==> src/rtl/pipe_seq_ctl_pkg.sv <==
// Shared definitions for the PSR sequencer: state encoding and default pipeline geometry.
package pipe_seq_ctl_pkg;

  typedef enum logic [2:0] {
    ST_INIT   = 3'd0,
    ST_IDLE   = 3'd1,
    ST_LOAD   = 3'd2,
    ST_SHIFT  = 3'd3,
    ST_FLUSH  = 3'd4,
    ST_HALTED = 3'd5
  } seq_state_e;

  localparam int unsigned NUM_PSR_DEF  = 3;
  localparam int unsigned HZ_STAGE_DEF = 1;
  localparam int unsigned FLUSH_N_DEF  = 2;
  localparam int unsigned CNT_W_DEF    = 16;

endpackage

==> src/rtl/pipe_seq_ctl_adv_counter.sv <==
// Wrapping advance counter with asynchronous active-low clear and increment enable.
module seq_adv_counter #(
  parameter int unsigned CNT_W = 16
) (
  input  logic             clk,
  input  logic             clr,
  input  logic             inc,
  output logic [CNT_W-1:0] cnt
);

  always_ff @(posedge clk or negedge clr) begin
    if (!clr) begin
      cnt <= '0;
    end else if (inc) begin
      cnt <= cnt + 1'b1;
    end
  end

endmodule

==> src/rtl/pipe_seq_ctl.sv <==
// Sequencer for the pipeline stage register chain: two-phase advance, hazard bubbles,
// Ri-only reload, branch flush and halt.
module pipe_seq_ctl
  import pipe_seq_ctl_pkg::*;
#(
  parameter int unsigned NUM_PSR  = NUM_PSR_DEF,
  parameter int unsigned HZ_STAGE = HZ_STAGE_DEF,
  parameter int unsigned FLUSH_N  = FLUSH_N_DEF,
  parameter int unsigned CNT_W    = CNT_W_DEF
) (
  input  logic               clk,
  input  logic               clr,
  input  logic               run,
  input  logic               halt,
  input  logic               hazard,
  input  logic               branch_taken,
  input  logic               ri_reload,
  output logic [NUM_PSR-1:0] c_left,
  output logic [NUM_PSR-1:0] c_right,
  output logic [NUM_PSR-1:0] ld_ri,
  output logic [NUM_PSR-1:0] psr_clr_n,
  output logic               busy,
  output logic [CNT_W-1:0]   adv_cnt
);

  seq_state_e         state, st_nxt;
  logic               hz_q, ri_q, hz_nxt, ri_nxt;
  logic [NUM_PSR-1:0] left_nxt, right_nxt, ldri_nxt, clrn_nxt;
  logic               busy_nxt;

  always_comb begin
    st_nxt = state;
    hz_nxt = hz_q;
    ri_nxt = ri_q;
    unique case (state)
      ST_INIT:  st_nxt = ST_IDLE;
      ST_IDLE:  st_nxt = run ? ST_LOAD : ST_IDLE;
      ST_LOAD: begin
        st_nxt = ST_SHIFT;
        hz_nxt = hazard;
        ri_nxt = ri_reload;
      end
      ST_SHIFT: begin
        if (halt)              st_nxt = ST_HALTED;
        else if (branch_taken) st_nxt = ST_FLUSH;
        else if (run)          st_nxt = ST_LOAD;
        else                   st_nxt = ST_IDLE;
      end
      ST_FLUSH: begin
        st_nxt = run ? ST_LOAD : ST_IDLE;
        hz_nxt = 1'b0;
        ri_nxt = 1'b0;
      end
      ST_HALTED: st_nxt = ST_HALTED;
      default:   st_nxt = ST_INIT;
    endcase
  end

  // Outputs are decoded from the state/qualifiers being entered and then registered,
  // so they line up with the state register and hold their reset values while clr is low.
  always_comb begin
    left_nxt  = '0;
    right_nxt = '0;
    ldri_nxt  = '0;
    clrn_nxt  = '1;
    busy_nxt  = !(st_nxt inside {ST_IDLE, ST_HALTED});
    for (int unsigned i = 0; i < NUM_PSR; i++) begin
      unique case (st_nxt)
        ST_INIT:  clrn_nxt[i]  = 1'b0;
        ST_LOAD:  left_nxt[i]  = !hz_nxt || (i >= HZ_STAGE);
        ST_SHIFT: begin
          right_nxt[i] = !hz_nxt || (i > HZ_STAGE);
          if (hz_nxt && (i == HZ_STAGE)) clrn_nxt[i] = 1'b0;
        end
        ST_FLUSH: clrn_nxt[i]  = (i >= FLUSH_N);
        default:  ;
      endcase
    end
    if (st_nxt == ST_LOAD && ri_nxt) begin
      ldri_nxt[0] = 1'b1;
      left_nxt[0] = 1'b0;
    end
  end

  always_ff @(posedge clk or negedge clr) begin
    if (!clr) begin
      state     <= ST_INIT;
      hz_q      <= 1'b0;
      ri_q      <= 1'b0;
      c_left    <= '0;
      c_right   <= '0;
      ld_ri     <= '0;
      psr_clr_n <= '0;
      busy      <= 1'b0;
    end else begin
      state     <= st_nxt;
      hz_q      <= hz_nxt;
      ri_q      <= ri_nxt;
      c_left    <= left_nxt;
      c_right   <= right_nxt;
      ld_ri     <= ldri_nxt;
      psr_clr_n <= clrn_nxt;
      busy      <= busy_nxt;
    end
  end

  seq_adv_counter #(.CNT_W(CNT_W)) u_adv_counter (
    .clk (clk),
    .clr (clr),
    .inc (state == ST_SHIFT),
    .cnt (adv_cnt)
  );

  a_left_ri_excl: assert property (@(posedge clk) disable iff (!clr)
    (c_left & ld_ri) == '0);
  a_en_clr_excl: assert property (@(posedge clk) disable iff (!clr)
    ((c_left | c_right | ld_ri) & ~psr_clr_n) == '0);

endmodule

==> config.mk <==
export PLATFORM = sky130hd
export DESIGN_NAME = pipe_seq_ctl
export DESIGN_NICKNAME = d
export VERILOG_FILES = /design/src/rtl/pipe_seq_ctl_pkg.sv /design/src/rtl/pipe_seq_ctl_adv_counter.sv /design/src/rtl/pipe_seq_ctl.sv
export SDC_FILE = /design/constraint.sdc
export NUM_CORES = 1
export LEC_CHECK = 0
export BUFFER_PORTS_ARGS = -buffer_cell sky130_fd_sc_hd__buf_2
export CAP_MARGIN = 20
export CORE_MARGIN = 2
export CORE_UTILIZATION = 30
export CTS_CLUSTER_SIZE = 28
export DETAILED_ROUTE_END_ITERATION = 10
export GPL_TIMING_DRIVEN = 0
export HOLD_SLACK_MARGIN = 0.08
export PLACE_DENSITY = 0.48
export SLEW_MARGIN = 0
export SYNTH_ARGS = -nofsm -noshare
export SYNTH_HDL_FRONTEND = slang
export SYNTH_SLANG_ARGS = --single-unit
==> constraint.sdc <==
create_clock -name clk -period 1.5 [get_ports clk]
set_input_delay 0.45 -clock clk [delete_from_list [all_inputs] [get_ports clk]]
set_output_delay 0.45 -clock clk [all_outputs]
set_load 0.005 [all_outputs]
Word level (Yosys, flattened, before mapping)

Cells that the tools add are included.
Widths: inputs -> output; s select.

Flip-flop bits (word level): 31
Input port bits: 7
Logic and storage cells: 44

Add/sub/neg operators: 1
Equality and inequality tests: 10
Multiplexer cells: 16
Reduce and logical (&&, ||, !) cells: 8

Operators by type and width:

| cell                  | count |
|---|---|
| $add 16x1->16 const B | 1 |
| $pmux 3 s5            | 1 |
| $eq 3x2->1 const B    | 4 |
| $eq 3x3->1 const B    | 4 |
| $mux 1                | 9 |
| $eq 3x1->1 const B    | 2 |
| $logic_not 3->1       | 2 |
| $mux 3                | 2 |
| $pmux 1 s2            | 3 |
| $reduce_or 2->1       | 2 |
| $logic_not 1->1       | 2 |
| $mux 2                | 1 |
| $reduce_bool 2->1     | 1 |
| $logic_and 1x1->1     | 1 |

Logic depth before layout (Yosys ltp)

Word-level depth: 7
Gate-level depth with buffers: 5

Modules after synthesis

A second synthesis with hierarchy kept.

Cells, all modules: 114
Area, all modules: 1352.5 µm²

Modules (own cells, without submodules):

| module          | instances | cells an instance | area each (µm²) | sequential area each (µm²) |
|---|---|---|---|---|
| seq_adv_counter | 1         | 56                | 695.7           | 400.4 |
| pipe_seq_ctl    | 1         | 58                | 656.9           | 350.3 |

Worst setup path after synthesis

Ideal clock, no wire load.

Kind: register to register
Start point: reg state[2]
End point: reg u_adv_counter.cnt[6]
Setup time: 0.124 ns
Data arrival time: 1.156 ns
Data required time: 1.376 ns
Path slack: 0.219 ns
Stages on the path, launching flop included: 6
Path buffers: 1
Path through: dfrtp_1 > and3b_1 > and3_1 > buf_2 > nand4_1 > xnor2_1

Longest elaborated chain between the ends: 1

Ends and longest elaborated chain:

| what                   | line                           | source |
|---|---|---|
| from (decl)            | pipe_seq_ctl.sv:26             | `seq_state_e state, st_nxt;` |
| from (signal assigned) | pipe_seq_ctl.sv:96             | `state <= st_nxt;` |
| $eq 3x2->1             | pipe_seq_ctl.sv:110            | `.inc (state == ST_SHIFT),` |
| to (signal assigned)   | pipe_seq_ctl_adv_counter.sv:15 | `cnt <= cnt + 1'b1;` |
| to (decl)              | pipe_seq_ctl_adv_counter.sv:8  | `output logic [CNT_W-1:0] cnt` |

No other way between the ends.
A chain may end at the register's enable or synchronous reset.

Final worst setup path

Start point: reg state[2]
End point: reg u_adv_counter.cnt[10]

The elaborated chain is that of the path after synthesis.

==> reports/qor.csv <==
metric,value,unit
final hold violations,0,
Max-Cap Viols,0,
area delta synth->final,24.4,%
Longest Clk Path Bufs,2,
"CTS clk-pin slew, worst paths",0.07,ns
maximum vdd drop,0.000543,V
utilization after layout,0.385,
# hold bufs at CTS,0,
Pleak,0.823,nW
initial antenna violation count,0,
vias in the first global route,987,
DRC,0,
Post-Syn Instances,126,
data arrival time of the critical path,1.55,ns
grt ovf,0,
Total Routing Usage GR,0.115,
crit path time final,1.38,ns
drt wl/cell,11.9,um
Sink Count,30,
worst setup margin,0.119,ns
dpl hpwl,1890,um
synth top area cells,"dfrtp_1 (56%), xnor2_1 (8.5%), nand2_1 (3.9%), nand3_1 (2.6%), nor2_1 (2.5%)",
routability cong.,0.755,
# fillers,454,
synthesis warning total,0,
"Max FO, Critical Path",6,
WP data required,1.67,ns
CP bufs+invs,1,
clk root buf,clkbuf_8,
DR pass1 iterations,4,
ANT nets after route,0,
Final setup viols,0,
internal power,1.75,mW
die width,70.8,um
first-pass GRT wire length,4470,um
die area,5020,um2
Fin Hold WS,0.185,ns
Power Total,2.62,mW
share of post-route cells with drive strength above 1,0.315,
pin count of the biggest net entering global routing,31,
Max stage delay on crit path,0.44,ns
status,"finished, final reports clean",
"Design Area, Final",1670,um2
Slew HR,0.561,
sequential area share after synthesis,0.560,
net switching power,867,uW
fmax,0.724,GHz
worst slew pin tran,0.659,ns
Synth async-reset ratio,1.00,
num ports,36,
DR iter-0 viols,27,
Setup crit end kind,flop,
top-area cell type share of the netlist area,0.560,
RSZ-0062 raised after global routing,no,
Synth top cells by count,"dfrtp_1 (30), nand2_1 (14), xnor2_1 (13)",
type of the tightest min-delay check,input pin to asynchronous set/reset pin,
power share of the sequential group,0.439,
"Cell Area, Placed",1570,um2
setup TNS,0,ns
Final Non-Filler Cells,220,
Pins Over Slew Limit,0,
cell accounting for the most synthesized area,dfrtp_1,
CTS tree,done,
# H-tree levels,2,
kind of cell adding the most delay to the critical path,simple AND/OR/NAND/NOR gates,
initial core utilization,0.310,
combinational power share,0.304,
via count,1015,
"count leader, synth",dfrtp_1,
Die Y,70.8,um
clk_skew,0.00538,ns
"flops & latches, synth",30,
Vias/cell,4.61,
Final nets,175,
Port-buffer cells,33,
CP Launch Type,flop,
clock network power share,0.258,
core area,4320,um2
synth unique cells,33,
Switching Share,0.331,
Cell Count Post-Placement,212,
crit path cell chain,"and3b_1, and3_1, buf_2, nand4_1, xnor2_1",
Tcrit/Tclk final,0.921,
pre-CTS setup slack,0.0773,ns
"wirelength, routed",2610,um
ANT cells,0,
Main synth FF type,dfrtp_1,
"slowest stage cell, crit path",dfrtp_2,
Avg Inst Size Synth,10.6,um2
"EDFF count, synth",0,
Post-Syn Area,1340,um2
TritonCTS Buffers,5,
critical path class,flop to flop,
Skew-Pair Late Insertion Delay,0.28,ns
row cnt,24,
PwrDens,1570,nW/um2
[kinds of logic (layout without fill, tap and decap cells)]
kind of cell | count (synthesis) | after routing | synth area share
other | 1 | 2 | 0.00280
buffers and inverters | 10 | 51 | 0.0476
muxes | 1 | 1 | 0.00747
DFF | 30 | 30 | 0.560
adders and majority gates | 1 | 1 | 0.00934
xor gates and xnor gates | 15 | 15 | 0.0980
and+or+nand+nor | 52 | 52 | 0.206
AOI/OAI and AO/OA | 16 | 16 | 0.0682
[cell usage in the layout (no fill, tap or decap), drive strengths merged, types with 4 or more instances in the layout]
cell type  Yosys  layout
dfrtp         30      30
xnor2         13      13
o21ai          5       5
nand4          4       4
buf            8      41
nand3          7       7
clkbuf         0       7
a21oi          6       6
nand2         14      14
nor2           9       9
and3           4       4
[path summary, 6_finish.rpt]
path / startpoint / to / slack, ns / cells after the start
hold reg to reg: u_adv_counter.cnt[15] / u_adv_counter.cnt[15] / 0.46 / 1
hold / removal: clr / u_adv_counter.cnt[6] / 0.18 / 1
max in group asynchronous: clr / state[2] / 0.84 / 1
setup / recovery: state[2] / u_adv_counter.cnt[10] / 0.12 / 5
setup reg to reg: state[2] / u_adv_counter.cnt[10] / 0.12 / 5
min in group clk: hazard / psr_clr_n[1] / 0.38 / 2
[power by group through the flow]
stage          sequential, mW  combinational (mW)  clock, mW
2_1_floorplan            1.15               0.520          0
3_3_place_gp             1.16               0.787          0
3_5_place_dp             1.16               0.799          0
4_1_cts                  1.15               0.803      0.691
5_1_grt                  1.18               0.898      0.738
6_report                 1.15               0.795      0.674
[layout make-up]
type	instances	area (um2)	area share
Sequential cell	30	752	0.451
Multi-Input combinational cell	87	529	0.318
Timing Repair Buffer	33	165	0.0991
Clock buffer	7	86.3	0.0518
Tap cell	52	65.1	0.0390
Buffer	8	56.3	0.0338
Inverter	2	7.51	0.00450
Clock inverter	1	5.00	0.00300
[sequential cells by signal (all words and copies together) (netlist names)]
register           count
ld_ri                  1
u_adv_counter.cnt     16
ri_q                   1
c_left                 2
busy                   1
state                  3
c_right                2
psr_clr_n              3
hz_q                   1
[repair_timing]
| item | CTS | global route |
|---|---|---|
| setup buffers | 0 | 0 |
| setup endpoints to repair | 0 | 2 |
| gates resized for setup | 0 | 2 |
[routing by layer]
metal / track usage / share of wire / wire length [um] / vias up
met5: 0 / 0 / 0 / -
met2: 0.184 / 0.48 / 1250 / 29
met3: 0.0456 / 0.062 / 161 / 5
met1: 0.138 / 0.45 / 1160 / 484
met4: 0.0503 / 0.013 / 34 / 0
li1: - / - / - / 497
Power figures use the tool's default switching activity.
